==> config.mk <==
export PLATFORM = sky130hd
export DESIGN_NAME = door_ctrl
export DESIGN_NICKNAME = d
export VERILOG_FILES = /design/src/rtl/door_ctrl.sv
export SDC_FILE = /design/constraint.sdc
export NUM_CORES = 1
export LEC_CHECK = 0
export BUFFER_PORTS_ARGS = -buffer_cell sky130_fd_sc_hd__buf_2
export CORE_UTILIZATION = 35
export DETAILED_ROUTE_END_ITERATION = 7
export HOLD_SLACK_MARGIN = 0.03
export PLACE_DENSITY = 0.6
export SETUP_SLACK_MARGIN = 0.02
export SKIP_CTS_REPAIR_TIMING = 1
export SLEW_MARGIN = 20
export SYNTH_ARGS = -nofsm -noshare
export SYNTH_HDL_FRONTEND = slang
export SYNTH_SLANG_ARGS = --single-unit
export TNS_END_PERCENT = 10
==> constraint.sdc <==
create_clock -name clk -period 5.5 [get_ports clk]
set_input_delay 1.1 -clock clk [delete_from_list [all_inputs] [get_ports clk]]
set_output_delay 1.1 -clock clk [all_outputs]
set_load 0.1 [all_outputs]
==> src/rtl/door_ctrl.sv <==
// Garage door controller: edge-detected requests drive a motor FSM with
// obstruction reversal, travel timeout watchdog and optional auto-close.
module door_ctrl #(
  parameter int DEAD_CYC   = 4,
  parameter int TRAVEL_MAX = 64,
  parameter int AUTOCLOSE  = 32,
  parameter int CW         = 8
) (
  input  logic       clk,
  input  logic       rst,
  input  logic       btn,
  input  logic       rmt,
  input  logic       obstruct,
  input  logic       up_limit,
  input  logic       dn_limit,
  output logic       motor_up,
  output logic       motor_dn,
  output logic       fault,
  output logic [2:0] state_o
);

  typedef enum logic [2:0] {
    INIT    = 3'd0,
    OPEN    = 3'd1,
    CLOSED  = 3'd2,
    OPENING = 3'd3,
    CLOSING = 3'd4,
    STOPPED = 3'd5,
    DEAD    = 3'd6,
    FAULT   = 3'd7
  } state_t;

  localparam logic [CW:0] TRAVEL_LIM = (CW+1)'(TRAVEL_MAX);
  localparam logic [CW:0] AC_LIM     = (CW+1)'(AUTOCLOSE);
  localparam logic [CW:0] DEAD_LIM   = (CW+1)'(DEAD_CYC);

  state_t        state;
  state_t        state_n;
  logic          btn_q;
  logic          rmt_q;
  logic          act;
  logic          dir_up;
  logic          dir_up_n;
  logic          ac_clr;
  logic [CW-1:0] tr_cnt;
  logic [CW-1:0] ac_cnt;
  logic [CW-1:0] dd_cnt;
  logic [CW:0]   tr_inc;
  logic [CW:0]   ac_inc;
  logic [CW:0]   dd_inc;
  logic          travel_to;
  logic          autoclose_to;
  logic          dead_done;

  function automatic logic [CW-1:0] sat_inc(input logic [CW-1:0] v);
    return (v == {CW{1'b1}}) ? v : v + CW'(1);
  endfunction

  // Timeouts look one count ahead so the transition lands on the Nth cycle.
  assign act          = (btn & ~btn_q) | (rmt & ~rmt_q);
  assign tr_inc       = {1'b0, tr_cnt} + (CW+1)'(1);
  assign ac_inc       = {1'b0, ac_cnt} + (CW+1)'(1);
  assign dd_inc       = {1'b0, dd_cnt} + (CW+1)'(1);
  assign travel_to    = (tr_inc >= TRAVEL_LIM);
  assign autoclose_to = (AUTOCLOSE != 0) && (ac_inc >= AC_LIM);
  assign dead_done    = (dd_inc >= DEAD_LIM);
  assign state_o      = state;

  always_comb begin
    state_n  = state;
    dir_up_n = dir_up;
    ac_clr   = 1'b0;
    if (state != FAULT && up_limit && dn_limit) begin
      state_n = FAULT;
    end else begin
      case (state)
        INIT: begin
          if (up_limit)      state_n = OPEN;
          else if (dn_limit) state_n = CLOSED;
          else begin
            state_n  = STOPPED;
            dir_up_n = 1'b1;
          end
        end
        OPEN: begin
          if (obstruct)                  ac_clr  = 1'b1;
          else if (act || autoclose_to)  state_n = CLOSING;
        end
        CLOSED: begin
          if (act) state_n = OPENING;
        end
        OPENING: begin
          if (up_limit) state_n = OPEN;
          else if (act) begin
            state_n  = STOPPED;
            dir_up_n = 1'b0;
          end else if (travel_to) state_n = FAULT;
        end
        CLOSING: begin
          if (dn_limit)      state_n = CLOSED;
          else if (obstruct) state_n = DEAD;
          else if (act) begin
            state_n  = STOPPED;
            dir_up_n = 1'b1;
          end else if (travel_to) state_n = FAULT;
        end
        STOPPED: begin
          if (act) begin
            if (dir_up)         state_n = OPENING;
            else if (!obstruct) state_n = CLOSING;
          end
        end
        DEAD: begin
          if (dead_done) state_n = OPENING;
        end
        FAULT:   state_n = FAULT;
        default: state_n = INIT;
      endcase
    end
  end

  // Motor drives come from the next state so they switch on the same edge.
  always_ff @(posedge clk or posedge rst) begin
    if (rst) begin
      state    <= INIT;
      btn_q    <= 1'b0;
      rmt_q    <= 1'b0;
      dir_up   <= 1'b1;
      motor_up <= 1'b0;
      motor_dn <= 1'b0;
      fault    <= 1'b0;
    end else begin
      state    <= state_n;
      btn_q    <= btn;
      rmt_q    <= rmt;
      dir_up   <= dir_up_n;
      motor_up <= (state_n == OPENING);
      motor_dn <= (state_n == CLOSING);
      fault    <= fault | (state_n == FAULT);
    end
  end

  // Every counter restarts on any state change and saturates while held.
  always_ff @(posedge clk or posedge rst) begin
    if (rst) begin
      tr_cnt <= '0;
      ac_cnt <= '0;
      dd_cnt <= '0;
    end else begin
      if (state_n != state)
        tr_cnt <= '0;
      else if (state == OPENING || state == CLOSING)
        tr_cnt <= sat_inc(tr_cnt);

      if (state_n != state || ac_clr)
        ac_cnt <= '0;
      else if (state == OPEN)
        ac_cnt <= sat_inc(ac_cnt);

      if (state_n != state)
        dd_cnt <= '0;
      else if (state == DEAD)
        dd_cnt <= sat_inc(dd_cnt);
    end
  end

endmodule

Word-level counts from Yosys, hierarchy flattened --
Index checks and enable logic that the tools add are counted.
Storage, ports and cells: word-level logic and storage cells 101, register bits after elaboration 33, bits of input ports 7, output and inout port bits 6
Operators by class: bitwise operators 7, equality and inequality tests 25, multiplexer cells 36, $lt $le $gt $ge 3, reductions and logical operators 14, add/sub/neg operators 6
Operator list (count):
- 8-bit two-way mux | 9
- 3-bit two-way mux | 15
- 8-bit by 1-bit adder with 9-bit output, second input constant | 3
- 8-bit by 1-bit adder with 8-bit output, second input constant | 3
- 8-bit == test, second input constant | 3
- 3-bit one-hot mux with 8 select lines | 1
- 2-bit inequality test, second input constant | 10
- 3-bit == test, second input constant | 6
- 1-bit two-way mux | 10
- 3-bit by 2-bit == test with 1-bit output, second input constant | 3
- 9-bit by 3-bit greater-or-equal comparator with 1-bit output, second input constant | 1
- 9-bit by 6-bit greater-or-equal comparator with 1-bit output, second input constant | 1
- 9-bit by 7-bit greater-or-equal comparator with 1-bit output, second input constant | 1
- 9-bit AND reduction | 1
- 2-bit AND reduction | 3
- 2-bit nonzero test | 3
- 3-bit by 1-bit == test with 1-bit output, second input constant | 1
- 3-bit zero test | 1
- 1-bit logical OR | 3
- 3-bit inequality test | 1
- 3-bit inequality test, second input constant | 1
- 1-bit inverter | 3
- 1-bit one-hot mux with 3 select lines | 1
- 3-bit nonzero test | 1
- other kinds (3) | 6

Longest topological paths before layout --
depth after elaboration 12, gate-level depth with buffers 10, mapped depth without buffers 8

Worst setup path after synthesis --
Ideal clock, no wire load.
path type input to register, start input rmt, end register dd_cnt[0], setup slack 2.673 ns, required time 5.404 ns, data arrival time 2.731 ns, stages on the path 8, library setup time 0.096 ns, path buffers 1, cells stage by stage and2b_1 > o311ai_1 > o2111ai_1 > a211oi_1 > nand2_1 > mux2_2 > buf_6 > nor4_2
On the way: cells in the longest elaborated chain, start to end 10
RTL lines:
- start: declaration | RTL line 12 | input logic rmt,
- 1-bit AND (*) | RTL line 60 | assign act = (btn & ~btn_q) | (rmt & ~rmt_q);
- 1-bit bitwise OR (*) | RTL line 60
- 3-bit two-way mux or 1-bit logical OR (tied branches) | RTL line 94, 87
- 3-bit two-way mux, on equally long branches | RTL line 101, 87
- 3-bit two-way mux, on equally long branches | RTL line 100, 86
- 3-bit one-hot mux with 8 select lines (*) | RTL line 76 | case (state)
- 3-bit two-way mux (*) | RTL line 73 | if (state != FAULT && up_limit && dn_limit) begin
- net state_n[0] | RTL line 38 | state_t state_n;
- 3-bit inequality test (*) | RTL line 160 | if (state_n != state)
- 2-bit inequality test (no source line) or 2-bit nonzero test (tied branches)
- 2-bit AND reduction (no source line)
- end signal: assignment | RTL line 163 | dd_cnt <= sat_inc(dd_cnt);
- end: declaration | RTL line 47 | logic [CW-1:0] dd_cnt;
The timed path passes the listed nets; every way through them passes the cells marked *. A chain may end at the register's enable or synchronous reset.

Worst setup path in the final report --
start register state[2], in the netlist state_o[2], end register ac_cnt[1]
On the way: cells in the longest elaborated chain, start to end 10
RTL lines:
- start: declaration | RTL line 37 | state_t state;
- start signal: assignment | RTL line 133 | state <= state_n;
- 3-bit two-way mux | RTL line 97, 105
- 3-bit two-way mux | RTL line 94 | else if (act) begin
- 3-bit two-way mux | RTL line 101 | else if (obstruct) state_n = DEAD;
- 3-bit two-way mux | RTL line 100 | if (dn_limit) state_n = CLOSED;
- 3-bit one-hot mux with 8 select lines | RTL line 76
- 3-bit two-way mux | RTL line 73
- 3-bit inequality test | RTL line 155 | if (state_n != state || ac_clr)
- 1-bit logical OR | RTL line 155
- 2-bit inequality test (no source line) or 2-bit nonzero test (tied branches)
- 2-bit AND reduction (no source line)
- end signal: assignment | RTL line 158 | ac_cnt <= sat_inc(ac_cnt);
- end: declaration | RTL line 46 | logic [CW-1:0] ac_cnt;
Several ways; a longest one is shown, not always the timed one.

==> impl_results.md <==
* Worst-path maximum fanout at 24
* Kind of end point of the critical path: flop
* Cell types occupying the most area after synthesis: sky130_fd_sc_hd__dfrtp_1 33%, sky130_fd_sc_hd__nor4_2 6.2%, sky130_fd_sc_hd__nand2_1 4.7%, sky130_fd_sc_hd__xnor2_1 3.6%, sky130_fd_sc_hd__ha_1 3.1%
* Overall routing resource usage at 15.3%
* Number of buffer and inverter instances along the worst setup path at 0
* Worst endpoint data arrival time at 3340 ps
* Clock slew at reported path FFs at 70 ps
* Synth warnings at 0
* Total routed wirelength at 5.08 mm
* Maximum number of pins on one net before global-route repair at 34
* Minimum period implied by the final worst setup slack at 3200 ps
* # setup viols final at 0
* DPL Wire Length at 3.59 mm
* Insertion delay to the later sink of the worst-skew pair at 280 ps
* Syn avg cell area at 9.10 sq um
* Total negative slack at 0 ps
* Power per unit of standard cell area at 447 nW/um^2
* Number of clock buffers inserted by TritonCTS at 5
* Dominant synthesized flop cell: sky130_fd_sc_hd__dfrtp_1
* Setup Skew at 5.31 ps
* Cell type of the slowest stage on the worst timing path: sky130_fd_sc_hd__dfrtp_1
* Antenna Cells at 0
* Syn Nets at 277
* Total count of hold-check failures in the final report at 0
* Cell count after synthesis at 264
* Wire length of the first global-routing pass at 8.90 mm
* Antenna violations before repair at 0
* Result of the run: finished, violations left
* Cell area after synthesis at 2400 sq um
* Cell taking the most area after synthesis: sky130_fd_sc_hd__dfrtp_1
* Drt wl/cell at 14.4 um
* Commonest cells after routing, fill and taps aside: 32 x sky130_fd_sc_hd__dfrtp_1, 30 x sky130_fd_sc_hd__nand2_1, 17 x sky130_fd_sc_hd__nor2_1
* Largest voltage drop on the vdd net at 226 uV
* Cells traversed along the worst timing path: or3b_1 > a211oi_2 > o211ai_1 > a221oi_1 > a211o_1 > or3_1 > nor3_2
* Final Max Slew Viols at 0
* Post-synth EDFFs at 0
* Number of design-rule violations left by the first detailed-router iteration at 101
* Kind of launch point of the worst setup path: flop
* Number of cell rows at 29
* I/O Pins at 13
* Commonest non-fill, non-tap cell in the layout: sky130_fd_sc_hd__dfrtp_1
* Detailed Routing Iterations Pass 1 at 6
* Area of the die at 7200 sq um
* Clock root buffer: sky130_fd_sc_hd__clkbuf_8
* Flops & latches, synth at 33
* Final RePlAce weighted congestion at 0.855
* Max capacitance violation total at 0
* Die X at 84.9 um
* Remaining global-route overflow at 0
* Cell family with most CP delay: compound AO/OA/AOI/OAI gates
* Number of H-tree levels at 2
* Post-detailed-route count of antenna-violating nets at 0
* TritonCTS clock tree: yes
* Leak Pwr at 0.988 nW
* Distinct cells, synth at 56
* Height of the die at 84.9 um
* Worst hold path type: reg -> reg
* Crit share post-route at 58.1%
* Data required time of the worst path at 5640 ps
* Highest clock frequency the design can meet at 0.313 GHz
* Register area share after synthesis at 34.4%
* Slew Limit Headroom at 35.5%
* Classification of the worst setup path: reg -> reg
* I/O Buffers at 12
* Area growth syn-to-layout at 6.98%
* Area fraction of the dominant cell type after synthesis at 33.3%
* Core Region at 6490 sq um
* Slowest cell delay on critical path at 800 ps
* Maximum count of clock buffers along a single path at 2
* Total power after layout at 1.15 mW
* RSZ-0062 raised after global routing: no
* Proportion of synthesized flip-flops having asynchronous set or reset at 100%
* Detailed-route vias per instance at 5.80
* Overall via count from detail_route at 2,042
* Transition time at the pin with the least slew margin at 967 ps
* Number of global-route vias before repair at 1,910
* Post-route DRC violation count at 2
* Failing checks: DRC
* Layout cells sized above 1 at 16.7%
* Clock net sink count at 33
* Net count reported at finish at 287
* Initial core utilization at 37.0%
power by group:
| part | internal [mW] | leakage, nW | switching (mW) |
|---|---|---|---|
| registers | 0.270 | 0.436 | 0.0684 |
| clock network | 0.0872 | 0.0439 | 0.0900 |
| logic | 0.153 | 0.508 | 0.481 |
| total | 0.510 | 0.988 | 0.639 |
area by class of cell:
| class | instances | area (sq um) |
|---|---|---|
| clock buffer | 5 | 68.8 |
| fill | 662 | 3920 |
| timing repair buffer | 14 | 75.1 |
| sequential | 33 | 827 |
| clock inverter | 3 | 17.5 |
| multi-input combinational | 213 | 1460 |
| inverter | 7 | 26.3 |
| tap | 77 | 96.3 |
sequential cells by signal, summed over array words and instances, names as in the netlist, 3 cells and up:
signal	count
dd_cnt	8
tr_cnt	8
ac_cnt	8
state_o	3
Yosys cell counts (4+ instances only):
| master | count |
|---|---|
| sky130_fd_sc_hd__xor2_1 | 5 |
| sky130_fd_sc_hd__nand2_1 | 30 |
| sky130_fd_sc_hd__xnor2_1 | 10 |
| sky130_fd_sc_hd__a31oi_1 | 4 |
| sky130_fd_sc_hd__o21ai_0 | 8 |
| sky130_fd_sc_hd__inv_1 | 7 |
| sky130_fd_sc_hd__nor4_2 | 12 |
| sky130_fd_sc_hd__nand3_1 | 14 |
| sky130_fd_sc_hd__a21oi_1 | 7 |
| sky130_fd_sc_hd__nor2_1 | 17 |
| sky130_fd_sc_hd__nor3_1 | 13 |
| sky130_fd_sc_hd__buf_4 | 4 |
| sky130_fd_sc_hd__a211o_1 | 4 |
| sky130_fd_sc_hd__nor3_2 | 5 |
| sky130_fd_sc_hd__mux2i_1 | 5 |
| sky130_fd_sc_hd__buf_6 | 4 |
| sky130_fd_sc_hd__or3_1 | 8 |
| sky130_fd_sc_hd__ha_1 | 6 |
| sky130_fd_sc_hd__dfrtp_1 | 32 |
| sky130_fd_sc_hd__nand2b_1 | 7 |
| sky130_fd_sc_hd__a211oi_1 | 4 |
| sky130_fd_sc_hd__and3_1 | 6 |
path summary, 6_finish.rpt:
kind / endpoint / slack [ps] / from / cells after the start
setup reg to reg: ac_cnt[1]$_DFFE_PP0P_ / 2300 / state_o[2]$_DFF_PP0_ / 7
setup / recovery: ac_cnt[1]$_DFFE_PP0P_ / 2300 / state_o[2]$_DFF_PP0_ / 7
hold / removal: fault$_DFF_PP0_ / 550 / fault$_DFF_PP0_ / 1
hold reg to reg: fault$_DFF_PP0_ / 550 / fault$_DFF_PP0_ / 1
min in group asynchronous: tr_cnt[3]$_DFFE_PP0P_ / 900 / rst / 3
max in group asynchronous: dir_up$_DFFE_PP1P_ / 4270 / rst / 3
metrics by stage:
step | hold WS, ps | area (sq um) | setup WS, ps | instances | util, %
6_report | 545 | 2570 | 2300 | 352 | 39.6
5_1_grt | 611 | 2570 | 2130 | 352 | 39.6
4_1_cts | 550 | 2570 | 2330 | 352 | 39.6
3_5_place_dp | 522 | 2480 | 2070 | 344 | 38.3
3_3_place_gp | 536 | 2480 | 2090 | 344 | 38.3
2_1_floorplan | 541 | 2400 | 2670 | 264 | -
routing by layer:
metal  track usage [%]  up-vias  share of wire, %
met5                 0        -                 0
met4              4.31        0               1.1
met3              2.92        6               3.8
met2              25.2       51                46
met1              20.7      989                49
li1                  -      996                 -
kinds of logic (layout without fill, tap and decap cells):
family	count (synthesis)	after routing	share of synthesized area, %
simple gates	135	135	33.7
compound gates	50	50	15.3
fa+ha+maj	6	6	3.12
buf+inv	18	29	4.84
mux	6	6	2.55
xor+xnor	16	16	6.14
flops	33	33	34.4
Note: power is estimated with default switching activity, not from simulation.
